$ cat config.mk
export PLATFORM = sky130hd
export DESIGN_NAME = proj_read_sched
export DESIGN_NICKNAME = d
export VERILOG_FILES = /design/src/rtl/proj_read_sched.sv
export SDC_FILE = /design/constraint.sdc
export NUM_CORES = 1
export LEC_CHECK = 0
export ABC_AREA = 1
export CAP_MARGIN = 0
export CORE_UTILIZATION = 55
export DETAILED_ROUTE_END_ITERATION = 8
export PLACE_DENSITY = 0.79
export SLEW_MARGIN = 20
export SYNTH_ARGS = -nofsm -noshare
export SYNTH_HDL_FRONTEND = slang
export SYNTH_SLANG_ARGS = --single-unit
$ cat constraint.sdc
create_clock -name clk -period 5.85 [get_ports clk]
set_input_delay 0.8775 -clock clk [delete_from_list [all_inputs] [get_ports clk]]
set_output_delay 0.8775 -clock clk [all_outputs]
set_load 0.02 [all_outputs]
$ cat src/rtl/proj_read_sched.sv
// Read sequencer for the minhash core: feeds READ_LEN bases per read, pads or truncates
// malformed reads, waits for the pipeline to drain, then returns the read's fragments.
module proj_read_sched #(
  parameter int BASE_LEN     = 2,
  parameter int FRAG_LEN     = 64,
  parameter int READ_LEN     = 150,
  parameter int NUM_FRAGS    = 4,
  parameter int DRAIN_CYCLES = 8,
  parameter int FIFO_DEPTH   = 4
) (
  input  logic                clk,
  input  logic                rst_n,
  input  logic [BASE_LEN-1:0] s_base,
  input  logic                s_valid,
  input  logic                s_last,
  output logic                s_ready,
  output logic                core_start,
  output logic [BASE_LEN-1:0] core_data,
  input  logic                core_wait,
  input  logic [FRAG_LEN-1:0] core_frag,
  input  logic                core_frag_valid,
  output logic [FRAG_LEN-1:0] m_frag,
  output logic                m_valid,
  output logic                m_last,
  input  logic                m_ready,
  output logic                busy,
  output logic                err_len,
  output logic [15:0]         read_cnt
);

  localparam int BASE_CNT_W = $clog2(READ_LEN + 1);
  localparam int DRAIN_W    = $clog2(DRAIN_CYCLES + 1);
  localparam int FRAG_CNT_W = $clog2(NUM_FRAGS + 1);
  localparam int PTR_W      = (FIFO_DEPTH > 1) ? $clog2(FIFO_DEPTH) : 1;
  localparam int OCC_W      = $clog2(FIFO_DEPTH + 1);

  typedef enum logic [2:0] {
    IDLE, START, STREAM, PAD, DISCARD, DRAIN, COLLECT
  } state_t;

  typedef struct packed {
    logic                last;
    logic [FRAG_LEN-1:0] frag;
  } entry_t;

  state_t                 state;
  logic [BASE_CNT_W-1:0]  base_cnt;
  logic [DRAIN_W-1:0]     drain_cnt;
  logic [FRAG_CNT_W-1:0]  frag_cnt;
  logic [PTR_W-1:0]       wr_ptr;
  logic [PTR_W-1:0]       rd_ptr;
  logic [OCC_W-1:0]       fifo_cnt;
  entry_t                 fifo_mem [FIFO_DEPTH];
  entry_t                 head;

  logic accept;
  logic capture;
  logic push;
  logic pop;
  logic at_last_base;
  logic read_done;

  function automatic logic [PTR_W-1:0] next_ptr(input logic [PTR_W-1:0] p);
    return (p == PTR_W'(FIFO_DEPTH - 1)) ? '0 : p + 1'b1;
  endfunction

  // NOTE: every signal assigned in always_comb gets a default first, so no path infers a latch.
  always_comb begin
    s_ready = 1'b0;
    case (state)
      STREAM:  s_ready = !core_wait;
      DISCARD: s_ready = 1'b1;
      default: s_ready = 1'b0;
    endcase
  end

  assign accept       = s_valid && s_ready;
  assign at_last_base = (base_cnt == BASE_CNT_W'(READ_LEN - 1));
  assign capture      = core_frag_valid && (state == DRAIN || state == COLLECT);
  assign push         = capture && (frag_cnt < FRAG_CNT_W'(NUM_FRAGS));
  assign head         = fifo_mem[rd_ptr];
  assign m_valid      = (state == COLLECT) && (fifo_cnt != '0);
  assign pop          = m_valid && m_ready;
  assign read_done    = pop && head.last;
  // Gate the head so stale or uninitialised storage never reaches the output.
  assign m_frag       = m_valid ? head.frag : '0;
  assign m_last       = m_valid && head.last;
  assign busy         = (state != IDLE);

  // NOTE: the storage array has no reset; pointers and occupancy are reset, so it is never read unwritten.
  always_ff @(posedge clk) begin
    if (push) fifo_mem[wr_ptr] <= {frag_cnt == FRAG_CNT_W'(NUM_FRAGS - 1), core_frag};
  end

  // NOTE: sequential state uses non-blocking assignments only, so every flop samples pre-edge values.
  always_ff @(posedge clk or negedge rst_n) begin
    if (!rst_n) begin
      state      <= IDLE;
      core_start <= 1'b0;
      core_data  <= '0;
      err_len    <= 1'b0;
      read_cnt   <= '0;
      base_cnt   <= '0;
      drain_cnt  <= '0;
      frag_cnt   <= '0;
      wr_ptr     <= '0;
      rd_ptr     <= '0;
      fifo_cnt   <= '0;
    end else begin
      core_start <= 1'b0;
      case (state)
        IDLE: begin
          if (s_valid) begin
            state      <= START;
            core_start <= 1'b1;
          end
        end
        START: state <= STREAM;
        STREAM: begin
          if (accept) begin
            core_data <= s_base;
            base_cnt  <= base_cnt + 1'b1;
            if (at_last_base) begin
              if (s_last) begin
                state <= DRAIN;
              end else begin
                err_len <= 1'b1;
                state   <= DISCARD;
              end
            end else if (s_last) begin
              err_len <= 1'b1;
              state   <= PAD;
            end
          end
        end
        PAD: begin
          if (!core_wait) begin
            core_data <= '0;
            base_cnt  <= base_cnt + 1'b1;
            if (at_last_base) state <= DRAIN;
          end
        end
        DISCARD: begin
          core_data <= '0;
          if (accept && s_last) state <= DRAIN;
        end
        DRAIN: begin
          core_data <= '0;
          if (!core_wait) begin
            if (drain_cnt == DRAIN_W'(DRAIN_CYCLES - 1)) begin
              drain_cnt <= '0;
              state     <= COLLECT;
            end else begin
              drain_cnt <= drain_cnt + 1'b1;
            end
          end
        end
        COLLECT: begin
          if (read_done) begin
            read_cnt <= read_cnt + 1'b1;
            base_cnt <= '0;
            state    <= IDLE;
          end
        end
        default: state <= IDLE;
      endcase

      if (push) wr_ptr <= next_ptr(wr_ptr);
      if (pop)  rd_ptr <= next_ptr(rd_ptr);
      case ({push, pop})
        2'b10:   fifo_cnt <= fifo_cnt + 1'b1;
        2'b01:   fifo_cnt <= fifo_cnt - 1'b1;
        default: fifo_cnt <= fifo_cnt;
      endcase

      // Extra fragments for a read are dropped and flagged; the count restarts with the next read.
      if (capture) begin
        if (push) frag_cnt <= frag_cnt + 1'b1;
        else      err_len  <= 1'b1;
      end
      if (state == COLLECT && read_done) frag_cnt <= '0;
    end
  end

endmodule

==> impl_metrics.xml <==
<?xml version="1.0" encoding="UTF-8"?>
<metrics>
  <group name="drt">
    <metric name="route.detailed.drc" unit="">0</metric>
    <metric name="finalWirelength" unit="mm">27.47</metric>
    <metric name="drt-wirelength-per-cell" unit="um">17.32</metric>
    <metric name="drt_iter0_markers" unit="">639</metric>
    <metric name="route.vias.total" unit="">8686</metric>
    <metric name="final_antenna_net_count" unit="">0</metric>
    <metric name="route.detailed.vias_per_inst" unit="">5.477</metric>
    <metric name="count_of_tritonroute_iterations_in_the_first_routing_pass" unit="">5</metric>
  </group>
  <group name="logic_synthesis">
    <metric name="synth.lib_cells_used.distinct" unit="">32</metric>
    <metric name="syn_area_per_cell" unit="um^2">11.32</metric>
    <metric name="ys_ff_latch" unit="">305</metric>
    <metric name="synth-async-reset-ratio" unit="">0.1475</metric>
    <metric name="total_nets_after_synthesis" unit="">1210</metric>
    <metric name="post_synthesis_cells" unit="">1124</metric>
    <metric name="mappedNetlistArea" unit="um^2">12720</metric>
    <metric name="seq_area_frac_synth" unit="">0.7022</metric>
    <metric name="count_of_synthesis_stage_warnings_from_yosys" unit="">0</metric>
    <metric name="dominantRegCellSynth" unit="">edfxtp_1</metric>
    <metric name="count_of_flip_flops_with_a_built_in_enable_after_synthesis" unit="">260</metric>
  </group>
  <group name="clocking">
    <metric name="tritoncts" unit="">yes</metric>
    <metric name="postCtsSetupBuffers" unit="">0</metric>
    <metric name="clkTransAtPathRegs" unit="ns">0.06</metric>
    <metric name="clock-sinks" unit="">305</metric>
    <metric name="cts_buffers" unit="">30</metric>
    <metric name="clock_insertion_delay_at_the_later_pin_of_the_skew_report" unit="ns">0.54</metric>
    <metric name="cts.htree.levels" unit="">1</metric>
    <metric name="clk_path_buf_depth" unit="">3</metric>
    <metric name="cts_resized" unit="">0</metric>
    <metric name="ctsHoldBuffers" unit="">0</metric>
    <metric name="cts-root-buf" unit="">clkbuf_16</metric>
  </group>
  <group name="power_and_ir_drop">
    <metric name="sw_frac_of_total" unit="">0.3408</metric>
    <metric name="clkPwrFrac" unit="">0.284</metric>
    <metric name="power.net_switching" unit="mW">2.232</metric>
    <metric name="internal-power" unit="mW">4.317</metric>
    <metric name="comb_power_share" unit="">0.306</metric>
    <metric name="cellLeakagePower" unit="nW">5.590</metric>
    <metric name="powerDensity" unit="nW/um^2">421.2</metric>
    <metric name="pwr-share-seq" unit="">0.410</metric>
    <metric name="vdd.ir_drop.worst" unit="uV">256.2</metric>
  </group>
  <group name="critical_path">
    <metric name="worst-endpoint-arrival" unit="ns">3.59</metric>
    <metric name="critical_path.startpoint" unit="">rd_ptr[0]</metric>
    <metric name="timing.critical_path.buf_inv" unit="">3</metric>
    <metric name="rr_worst_depth" unit="">10</metric>
    <metric name="end_kind" unit="">output port</metric>
    <metric name="worst_r2r_endpoint" unit="">fifo_mem[1][24]</metric>
    <metric name="slowest_stage_cell_on_the_critical_path" unit="">buf_4</metric>
    <metric name="critPathMostFrequentCell" unit="">nand2_1</metric>
    <metric name="reg2reg_from" unit="">state[1]</metric>
    <metric name="maximum_fanout_count_along_the_critical_path" unit="">89</metric>
    <metric name="crit_end" unit="">m_last</metric>
    <metric name="worstSetupPathType" unit="">reg2out</metric>
    <metric name="top_family_by_delay_on_critical_path" unit="">buffers and inverters</metric>
    <metric name="required" unit="ns">4.97</metric>
    <metric name="critical_path_depth" unit="">7</metric>
    <metric name="cp_slowest_stage_delay" unit="ns">0.70</metric>
    <metric name="reg2reg_setup_slack" unit="ns">2.54</metric>
    <metric name="path_cells" unit="">clkinv_2 &gt; buf_4 &gt; nand2_1 &gt; nand3_1 &gt; nand2_1 &gt; nor2_1 &gt; clkdlybuf4s50_1</metric>
    <metric name="crit_path_start_kind" unit="">flop</metric>
  </group>
  <group name="timing">
    <metric name="worst_pin_slew" unit="ns">1.132</metric>
    <metric name="finalCritPeriodShare" unit="">0.7641</metric>
    <metric name="tns" unit="ns">0</metric>
    <metric name="max-slew-margin-rel" unit="">0.2456</metric>
    <metric name="hold_ws" unit="ns">0.3235</metric>
    <metric name="peak_freq" unit="MHz">223.7</metric>
    <metric name="rsz_0062_raised_after_global_routing" unit="">false</metric>
    <metric name="report.final.slew_viol_count" unit="">0</metric>
    <metric name="finClkSkew" unit="ns">0.01537</metric>
    <metric name="finalSetupViolations" unit="">0</metric>
    <metric name="final.min_clock_period" unit="ns">4.470</metric>
    <metric name="timing_hold_violations_final" unit="">0</metric>
  </group>
  <group name="placement">
    <metric name="place.detailed.hpwl" unit="mm">15.93</metric>
    <metric name="io_buffer_count" unit="">160</metric>
    <metric name="routabilityCongestion" unit="">0.8572</metric>
  </group>
  <group name="floorplan">
    <metric name="floorplan.die.width" unit="um">154.1</metric>
    <metric name="floorplan.rows" unit="">55</metric>
    <metric name="vertical_extent_of_the_die" unit="um">154.1</metric>
    <metric name="floorplan.initialDensity" unit="">0.5619</metric>
    <metric name="design.die.area" unit="um^2">23740</metric>
    <metric name="floorplan.io_pins" unit="">161</metric>
    <metric name="placeableCoreArea" unit="um^2">22640</metric>
  </group>
  <group name="run_status">
    <metric name="outcome" unit="">completed</metric>
  </group>
  <group name="final_layout">
    <metric name="layout-drive-gt1-share" unit="">0.06462</metric>
    <metric name="design.final.nets" unit="">1362</metric>
    <metric name="num-fill-cells" unit="">1653</metric>
    <metric name="synthToLayoutAreaGrowth" unit="%">22.22</metric>
  </group>
  <group name="worst_hold_path">
    <metric name="holdCritPathClass" unit="">in2async</metric>
  </group>
  <group name="global_route">
    <metric name="grt_pass1_vias" unit="">8688</metric>
    <metric name="aggregate_global_route_resource_usage" unit="">0.2354</metric>
    <metric name="grt-ovfl-total" unit="">0</metric>
    <metric name="grt_first_pass_wirelength" unit="mm">44.11</metric>
    <metric name="number_of_antenna_violations_at_the_first_check_in_global_routing" unit="">1</metric>
    <metric name="maximum_number_of_pins_on_one_net_before_global_route_repair" unit="">103</metric>
  </group>
  <group name="run">
    <metric name="number_of_violations_of_the_max_capacitance_limit" unit="">0</metric>
  </group>
</metrics>
per-layer routing:
metal | track usage | share of wire
met2 | 0.3965 | 0.49
met5 | 0 | 0
met1 | 0.3187 | 0.43
met4 | 0.07286 | 0.027
met3 | 0.03382 | 0.053
cells in the mapped netlist, types with 2 or more instances:
master / n / area [um^2]
xnor2_1: 5 / 43.79
nor2_1: 298 / 1119
a21oi_1: 69 / 345.3
nand2_4: 2 / 22.52
o21ai_0: 150 / 750.7
edfxtp_1: 260 / 7807
dfrtp_1: 45 / 1126
nand3_4: 2 / 35.03
nor3_1: 3 / 15.01
ha_1: 12 / 150.1
buf_2: 20 / 100.1
o21ai_2: 8 / 70.07
or2_2: 3 / 18.77
inv_1: 51 / 191.4
buf_1: 4 / 15.01
nand4_1: 7 / 43.79
nand2_1: 102 / 382.9
inv_4: 2 / 12.51
nand3_1: 29 / 145.1
clkbuf_1: 28 / 105.1
xor2_1: 12 / 105.1
nor2_4: 2 / 22.52
layout by cell type (no fill, tap or decap), types with 2 or more instances in the layout:
master | netlist | layout
nor2_1 | 298 | 294
edfxtp_1 | 260 | 260
clkdlybuf4s50_1 | 0 | 159
o21ai_0 | 150 | 150
nand2_1 | 102 | 101
a21oi_1 | 69 | 69
inv_1 | 51 | 50
dfrtp_1 | 45 | 43
clkbuf_16 | 0 | 31
nand3_1 | 29 | 29
buf_4 | 0 | 13
xor2_1 | 12 | 12
ha_1 | 12 | 12
clkinv_1 | 0 | 10
o21ai_2 | 8 | 8
nand4_1 | 7 | 7
clkinv_2 | 0 | 6
nor2_4 | 2 | 6
clkbuf_1 | 28 | 6
xnor2_1 | 5 | 5
or2_2 | 3 | 3
nor3_1 | 3 | 3
bufinv_16 | 0 | 3
nand3_4 | 2 | 2
inv_4 | 2 | 2
nand2_2 | 1 | 2
nand2_4 | 2 | 2
power groups by stage:
stage	logic (mW)	clock network (mW)	registers (mW)
6_report	2.00	1.86	2.69
5_1_grt	2.25	1.98	2.71
4_1_cts	2.01	1.89	2.69
3_5_place_dp	1.99	0	2.73
3_3_place_gp	1.92	0	2.72
2_1_floorplan	1.37	0	2.72
per-stage QoR:
step | total power [mW] | worst slack (ns) | instance area [um^2] | instances | utilization
after floorplan | 4.090 | 1.410 | 12720 | 1124 | -
after global placement | 4.642 | 2.010 | 14560 | 1528 | 0.6433
after detailed placement | 4.719 | 1.991 | 14560 | 1528 | 0.6433
after CTS | 6.584 | 1.401 | 15520 | 1584 | 0.6857
after global routing | 6.946 | 1.164 | 15550 | 1586 | 0.6868
final | 6.548 | 1.380 | 15550 | 1586 | 0.6868
cell type report:
cell class	count	area [um^2]	area share
repair buffers	173	1709	0.1099
clock buffers	37	798.3	0.05134
multi-input cells	712	3373	0.2169
clock inverters	19	161.4	0.01038
well taps	285	356.6	0.02293
diodes	1	2.502	0.0001609
inverters	54	209.0	0.01344
flip-flops and latches	305	8939	0.5749
kinds of logic (layout without fill, tap and decap cells):
group                    after synthesis  after routing  synth area share
AO/OA/AOI/OAI                        230            230           0.09323
AND/OR/NAND/NOR                      451            451            0.1434
adder cells (fa/ha/maj)               13             13           0.01338
buffers and inverters                107            283           0.03521
flip-flops                           305            305            0.7022
multiplexers                           1              1         0.0008851
other                                  0              1                 0
XOR/XNOR                              17             17           0.01170
registers in the layout, summed over array words and instances (netlist names), 2 cells and up:
signal	cells
wr_ptr	2
fifo_mem	260
frag_cnt	3
state	3
read_cnt	16
core_data	2
fifo_cnt	3
drain_cnt	4
rd_ptr	2
base_cnt	8
how the worst min path moves through the flow:
stage	start	to	slack, ns	cells past startpoint
floorplan	fifo_cnt[0]	fifo_cnt[0]	0.45	1
global placement	core_data[0]	core_data[0]	0.46	2
detailed placement	core_data[0]	core_data[0]	0.48	2
CTS	core_data[0]	core_data[0]	0.49	2
global route	rst_n	drain_cnt[0]	0.37	1
finish	rst_n	core_data[0]	0.32	1
Note: power is estimated with default switching activity, not from simulation.
